===== config.mk =====
export PLATFORM = sky130hd
export DESIGN_NAME = shift_add_mult
export DESIGN_NICKNAME = d
export VERILOG_FILES = /design/src/rtl/shift_add_pkg.sv /design/src/rtl/adder_nbit.sv /design/src/rtl/full_adder.sv /design/src/rtl/shift_add_mult.sv
export SDC_FILE = /design/constraint.sdc
export NUM_CORES = 1
export LEC_CHECK = 0
export CELL_PAD_IN_SITES_DETAIL_PLACEMENT = 1
export CELL_PAD_IN_SITES_GLOBAL_PLACEMENT = 1
export CORE_MARGIN = 2
export CORE_UTILIZATION = 25
export CTS_CLUSTER_SIZE = 25
export DETAILED_ROUTE_END_ITERATION = 12
export PLACE_DENSITY_LB_ADDON = 0.1
export SETUP_SLACK_MARGIN = 0.1
export SLEW_MARGIN = 20
export SYNTH_ARGS = -nofsm -noshare
export SYNTH_HDL_FRONTEND = slang
export SYNTH_SLANG_ARGS = --single-unit

===== constraint.sdc =====
create_clock -name clk -period 3.5 [get_ports clk]
set_input_delay 0.875 -clock clk [delete_from_list [all_inputs] [get_ports clk]]
set_output_delay 0.875 -clock clk [all_outputs]
set_load 0.02 [all_outputs]

===== src/rtl/shift_add_pkg.sv =====
// rtl/shift_add_pkg.sv - shared state encoding and sizing helpers for shift_add_mult
package shift_add_pkg;

  typedef enum logic [1:0] {
    IDLE = 2'd0,
    RUN  = 2'd1,
    DONE = 2'd2
  } state_e;

  localparam int DEFAULT_WIDTH = 4;
  localparam int DEFAULT_CNT_W = $clog2(DEFAULT_WIDTH + 1);

  // Counter must hold WIDTH itself so the last increment never wraps.
  function automatic int cnt_width(input int w);
    return $clog2(w + 1);
  endfunction

endpackage


===== src/rtl/adder_nbit.sv =====
// rtl/adder_nbit.sv - parameterised ripple-carry adder built from full_adder cells
module adder_nbit #(
  parameter int WIDTH = 4
) (
  input  logic [WIDTH-1:0] a,
  input  logic [WIDTH-1:0] b,
  input  logic             cin,
  output logic [WIDTH-1:0] sum,
  output logic             cout
);

  logic [WIDTH:0] carry;

  assign carry[0] = cin;
  assign cout     = carry[WIDTH];

  for (genvar i = 0; i < WIDTH; i++) begin : g_bit
    full_adder u_fa (
      .a   (a[i]),
      .b   (b[i]),
      .cin (carry[i]),
      .sum (sum[i]),
      .cout(carry[i+1])
    );
  end

endmodule


===== src/rtl/full_adder.sv =====
// rtl/full_adder.sv - single-bit full-adder cell
module full_adder (
  input  logic a,
  input  logic b,
  input  logic cin,
  output logic sum,
  output logic cout
);

  assign sum  = a ^ b ^ cin;
  assign cout = (a & b) | (cin & (a ^ b));

endmodule


===== src/rtl/shift_add_mult.sv =====
// rtl/shift_add_mult.sv - sequential unsigned shift-add multiplier, one bit per clock
// SHIFT_ADD_EARLY_TERM_EN: finish as soon as the remaining multiplier bits are all zero
module shift_add_mult
  import shift_add_pkg::*;
#(
  parameter int WIDTH = DEFAULT_WIDTH
) (
  input  logic               clk,
  input  logic               rst,
  input  logic               start,
  input  logic [WIDTH-1:0]   a,
  input  logic [WIDTH-1:0]   b,
  output logic               busy,
  output logic               done,
  output logic [2*WIDTH-1:0] product
);

  localparam int CW = cnt_width(WIDTH);
  localparam logic [CW-1:0] LAST_CNT = CW'(WIDTH - 1);
`ifdef SHIFT_ADD_EARLY_TERM_EN
  localparam logic [CW-1:0] W_CNT = CW'(WIDTH);
`endif

  state_e               state_q;
  logic [WIDTH-1:0]     mcand_q;
  logic [WIDTH-1:0]     mplier_q;
  logic [2*WIDTH-1:0]   acc_q;
  logic [2*WIDTH-1:0]   acc_d;
  logic [CW-1:0]        cnt_q;
  logic [2*WIDTH-1:0]   product_q;
  logic                 busy_q;
  logic                 done_q;
  logic                 fin;

  logic [WIDTH-1:0]     acc_hi;
  logic [WIDTH-1:0]     acc_lo;
  logic [WIDTH-1:0]     sum;
  logic                 cout;

  assign acc_hi = acc_q[2*WIDTH-1:WIDTH];
  assign acc_lo = acc_q[WIDTH-1:0];

  adder_nbit #(.WIDTH(WIDTH)) u_add (
    .a   (acc_hi),
    .b   (mcand_q),
    .cin (1'b0),
    .sum (sum),
    .cout(cout)
  );

  // Carry becomes the shifted-in MSB, so nothing is lost at the top.
  always_comb begin
    acc_d = (2*WIDTH)'({mplier_q[0] & cout, (mplier_q[0] ? sum : acc_hi), acc_lo} >> 1);
    fin   = (cnt_q == LAST_CNT);
`ifdef SHIFT_ADD_EARLY_TERM_EN
    if (mplier_q == '0) begin
      acc_d = acc_q >> (W_CNT - cnt_q);
      fin   = 1'b1;
    end
`endif
  end

  always_ff @(posedge clk or posedge rst) begin
    if (rst) begin
      state_q   <= IDLE;
      mcand_q   <= '0;
      mplier_q  <= '0;
      acc_q     <= '0;
      cnt_q     <= '0;
      product_q <= '0;
      busy_q    <= 1'b0;
      done_q    <= 1'b0;
    end else begin
      done_q <= 1'b0;
      case (state_q)
        IDLE, DONE: begin
          if (start) begin
            mcand_q  <= a;
            mplier_q <= b;
            acc_q    <= '0;
            cnt_q    <= '0;
            busy_q   <= 1'b1;
            state_q  <= RUN;
          end else begin
            state_q <= IDLE;
          end
        end
        RUN: begin
          acc_q    <= acc_d;
          mplier_q <= mplier_q >> 1;
          cnt_q    <= cnt_q + CW'(1);
          if (fin) begin
            product_q <= acc_d;
            busy_q    <= 1'b0;
            done_q    <= 1'b1;
            state_q   <= DONE;
          end
        end
        default: begin
          busy_q  <= 1'b0;
          state_q <= IDLE;
        end
      endcase
    end
  end

  assign busy    = busy_q;
  assign done    = done_q;
  assign product = product_q;

endmodule


# After elaboration in Yosys (flattened, before gate mapping)
# Index checks and enable logic that the tools add are counted.
# op_classes
eq_ne,5
addsub,1
bitwise,18
n_reduce_logical,7
mux,15
# op_table
op,n
$pmux 8 s2,1
$and 1x1->1,8
$mux 4,2
$mux 8,1
$pmux 4 s2,1
$reduce_and 2->1,4
$xor 1x1->1,7
$pmux 3 s2,1
$mux 1,5
$ne 2x2->1 const B,2
$pmux 2 s2,1
$add 3x1->3 const B,1
$eq 3x2->1 const B,1
$mux 3,1
$or 1x1->1,3
$eq 2x1->1 const B,1
$eq 2x2->1 const B,1
$logic_not 2->1,1
$mux 2,1
$pmux 1 s2,1
$reduce_bool 2->1,1
$reduce_or 2->1,1
# totals
output_inout_bits,10
in_bits,11
word_cells,54
ff_bits,31

# Logic depth before layout (Yosys ltp)
# depth
word_depth,9
ltp_mapped,7
ltp_nobuf,7

# Modules after synthesis
# A second synthesis with hierarchy kept.
# unflattened
cells_unflattened,98
hier_area_um2,1312.5
# modules_own_cells
mod,area_per_inst_um2,n_inst,cells_each,seq_area_each_um2
shift_add_mult,1232.4,1,94,750.7
full_adder,20.0,4,1,0.0

# Worst setup path after synthesis
# OpenSTA, ideal clock, no wires.
# synth_path
path_type,register to register
start,register acc_q[4]
end,"register product_q[6], in the netlist product[6]"
setup_slack_ps,1308
stages_incl_launch_ff,8
arrival_ps,2067
synth_period_minus_slack_ps,2192
required_time_ps,3375
setup_time_ps,125
n_path_buf,0
path_cell_list,dfrtp_1 -> ha_1 -> inv_1 -> fa_1 -> fa_1 -> fa_1 -> mux2i_1 -> mux2_2
# synth_via
elab_chain_cells,7
# synth_rtl
element,line,rtl
start: declaration,shift_add_mult.sv:27,logic [2*WIDTH-1:0] acc_q;
start signal: assignment,shift_add_mult.sv:68,acc_q <= '0;
start signal: assignment,shift_add_mult.sv:80,acc_q <= '0;
start signal: assignment,shift_add_mult.sv:89,acc_q <= acc_d;
$and 1x1->1 (2 in series),full_adder.sv:11,assign cout = (a & b) | (cin & (a ^ b));
$or 1x1->1,full_adder.sv:11,
$and 1x1->1,full_adder.sv:11,
$or 1x1->1,full_adder.sv:11,
$xor 1x1->1,full_adder.sv:10,assign sum = a ^ b ^ cin;
$mux 4,shift_add_mult.sv:53,"acc_d = (2*WIDTH)'({mplier_q[0] & cout, (mplier_q[0] ? sum : acc_hi), acc_lo} >> 1);"
end signal: assignment,shift_add_mult.sv:70,product_q <= '0;
end signal: assignment,shift_add_mult.sv:93,product_q <= acc_d;
end: declaration,shift_add_mult.sv:30,logic [2*WIDTH-1:0] product_q;
# No other way between the ends.
# A chain may end at the register's enable or synchronous reset.

# Final worst setup path
# Ends and elaborated chain as after synthesis.

==> results.toml <==
[finish]
final_layout_size_suffix_gt1_frac = 0.1418
layout.cell_area.non_filler_sq_um = 1673
antenna-diode-count = 0
final_nets = 150
mostFrequentLayoutCells = "sky130_fd_sc_hd__dfrtp_1, sky130_fd_sc_hd__clkdlybuf4s50_1, sky130_fd_sc_hd__inv_1, sky130_fd_sc_hd__nand2_1, sky130_fd_sc_hd__o21ai_0"
layout_commonest_cell = "sky130_fd_sc_hd__dfrtp_1"
area_growth_pct = 28.43
final_core_utilization = 0.3296

[global_route]
antenna_found_initial = 0
global_route_wire_length_before_repair_microns = 4843
grt_usage = 0.1066
grt.overflow.total = 0
grt_pass1_vias = 997
grt_start_max_net_pins = 31

[worst_setup_path]
r2r_start = "acc_q[4]"
critical_path_required_ns = 3.67
critical_path_peak_fanout = 3
worstPathCellList = "ha_1, inv_1, fa_1, fa_1, fa_1, mux2i_1, mux2_2"
critical_path.slowest_cell = "sky130_fd_sc_hd__fa_1"
worst_r2r_path_depth = 7
r2r_slack_ns = 1.22
critical_path_class = "reg -> reg"
worst_path_largest_cell_delay_ns = 0.48
start_kind = "flip-flop"
worst_path_most_repeated_cell = "sky130_fd_sc_hd__fa_1"
endpoint_kind = "flip-flop"
crit_arrival_ns = 2.45
worst-path-buf-inv = 1
cpLargestDelayFamily = "adder cells"
worst_r2r_endpoint = "product[6]"

[pwr]
power_frac_comb = 0.434
pwr-share-seq = 0.381
p_clk_frac = 0.185
p_sw_frac = 0.3774
p_int_w = 0.0009812
worst_ir_drop_on_vdd_v = 0.0002701
static-leakage-power_nw = 0.7484
power.density_cell_area_nw_per_um2 = 942.1
net_switching_w = 0.0005949

[synth]
synthesized_flop_and_latch_total = 30
ys_top_cells_by_area = "sky130_fd_sc_hd__dfrtp_1, sky130_fd_sc_hd__mux2_2, sky130_fd_sc_hd__a22o_1"
synth_area_leader_cell = "sky130_fd_sc_hd__dfrtp_1"
sequential_fraction_of_the_synthesis_area = 0.5764
post_synth_instance_area_sq_um = 1302
synth_nets = 125
syn_area_per_cell_sq_um = 12.06
netlist-cell-type-count = 24
yosysTopAreaCellShare = 0.5764
postSynthCellCount = 108
synth.yosys.warnings = 0

[route]
wl_per_cell_microns = 13.59
detailed_route_via_count = 880
first_iter_violations = 10
drt_drc_violations_left = 0
drtAntennaViolNets = 0
drt-total-wl_microns = 2772
drt_via_density = 4.314
firstDrtPassIters = 2

[clocking]
post_cts_resized = 0
clock_insertion_delay_worst_skew_ns = 0.28
tritoncts = "done"
cts_hold_buf = 0
root_buffer = "sky130_fd_sc_hd__clkbuf_8"
cts-root-to-sink-buffers = 2
htree_levels = 2
cts-buffers-inserted = 5
cts_post_setup_buffers_inserted = 0
clock_sink_count = 30
clk_pin_slew_ns = 0.07

[flow_run]
max_cap_viol_count = 0

[timing]
setup-violations-final = 0
final_report_max_slew_violation_count = 0
fin_worst_hold_slack_ns = 0.4941
setup_repair_after_global_routing_missed_its_margin = "false"
fin_setup_tns_ns = 0
worst_slew_pin_slew_ns = 0.3956
finalCritPeriodShare = 0.6503
post-route-min-period_ns = 2.276
max_slew_margin = 0.7363
clock.fmax_mhz = 439.4
clock_skew_ns = 0.007224
report.final.hold_viol_count = 0

[min_path]
timing.hold.worst.start = "product[7]"
hold_path.class = "reg -> reg"
hold_path_depth = 2
worst_hold_path.endpoint = "product[7]"

[floorplan]
ios = 21
row_count = 26
dieWidth_microns = 76.18
die-area_sq_um = 5803
initial_utilization = 0.2567
core-area_sq_um = 5075
die_extent_in_y_microns = 76.18

[place]
numPortBuffers = 20
gp_congestion = 0.6520
postPlaceCellArea_sq_um = 1578

[run_status]
status = "complete, no violations"
[area by class of cell]
cell class              count  area [sq um]
fillers                   575          3402
flip-flops and latches     30         750.7
multi-input cells          63         483.0
repair buffers             22         215.2
well taps                  70         87.58
clock buffers               6         82.58
inverters                  11         41.29
clock inverters             2         12.51
[worst max path at each step]
stage          startpoint    endpoint  slack, ns  depth (start not counted)
2_1_floorplan    acc_q[4]  product[6]       1.31                          7
3_3_place_gp     acc_q[4]  product[6]       1.25                          7
3_5_place_dp     acc_q[4]  product[6]       1.24                          7
4_1_cts          acc_q[4]  product[6]       1.23                          7
5_1_grt          acc_q[4]  product[6]       1.14                          7
6_report         acc_q[4]  product[6]       1.22                          7
[layer usage]
| metal | up-vias | part of all wire | GRT usage |
|---|---|---|---|
| met5 | - | 0 | 0 |
| met4 | 0 | 0.019 | 0.05455 |
| met3 | 6 | 0.037 | 0.03436 |
| met2 | 13 | 0.46 | 0.1661 |
| met1 | 448 | 0.48 | 0.1329 |
| li1 | 413 | - | - |
[tightest hold or removal path: stages, from the launching register on]
cell and delay [ns]:
sky130_fd_sc_hd__dfrtp_1 0.35, sky130_fd_sc_hd__nand2_1 0.05, sky130_fd_sc_hd__o21ai_0 0.06
[power by group through the flow]
stage               Combinational [W]  Clock (W)  Sequential, W
floorplan                    0.000436          0       0.000636
global placement             0.000685          0       0.000604
global route                 0.000772   0.000319       0.000623
finish                       0.000684   0.000291       0.000601
CTS                          0.000705   0.000307       0.000603
detailed placement           0.000700          0       0.000608
[registers in the layout, summed over array words and instances (netlist names)]
register and flops:
mcand_q 4, mplier_q 4, acc_q 7, state_q 2, done 1, busy 1, cnt_q 3, product 8
[cells in the mapped netlist]
cell type,n
sky130_fd_sc_hd__dfrtp_1,30
sky130_fd_sc_hd__inv_1,11
sky130_fd_sc_hd__nand2_1,10
sky130_fd_sc_hd__o21ai_0,8
sky130_fd_sc_hd__a22o_1,7
sky130_fd_sc_hd__mux2_2,6
sky130_fd_sc_hd__nor2_1,5
sky130_fd_sc_hd__fa_1,3
sky130_fd_sc_hd__ha_1,3
sky130_fd_sc_hd__nand2b_1,3
sky130_fd_sc_hd__nor3_1,3
sky130_fd_sc_hd__o22ai_1,3
sky130_fd_sc_hd__o2bb2ai_1,3
sky130_fd_sc_hd__a21oi_1,2
sky130_fd_sc_hd__mux2i_1,2
sky130_fd_sc_hd__and2b_2,1
sky130_fd_sc_hd__buf_2,1
sky130_fd_sc_hd__buf_4,1
sky130_fd_sc_hd__buf_6,1
sky130_fd_sc_hd__clkbuf_1,1
sky130_fd_sc_hd__nand3_1,1
sky130_fd_sc_hd__nand3b_2,1
sky130_fd_sc_hd__nor2_8,1
sky130_fd_sc_hd__nor2b_1,1
[kinds of logic (layout without fill, tap and decap cells)]
logic type      Yosys count  after routing  share of synthesized area
buf+inv                  15             41                    0.05283
flops                    30             30                     0.5764
mux                       8              8                    0.06724
compound gates           23             23                     0.1201
fa+ha+maj                 6              6                    0.07493
simple gates             26             26                     0.1086
[per-stage QoR]
| step | worst slack [ns] | total power [W] | instances |
|---|---|---|---|
| floorplan | 1.308 | 0.001072 | 108 |
| global placement | 1.251 | 0.001289 | 196 |
| detailed placement | 1.236 | 0.001308 | 196 |
| CTS | 1.227 | 0.001615 | 204 |
| global route | 1.139 | 0.001713 | 204 |
| finish | 1.224 | 0.001576 | 204 |
Note: power is estimated with default switching activity, not from simulation.
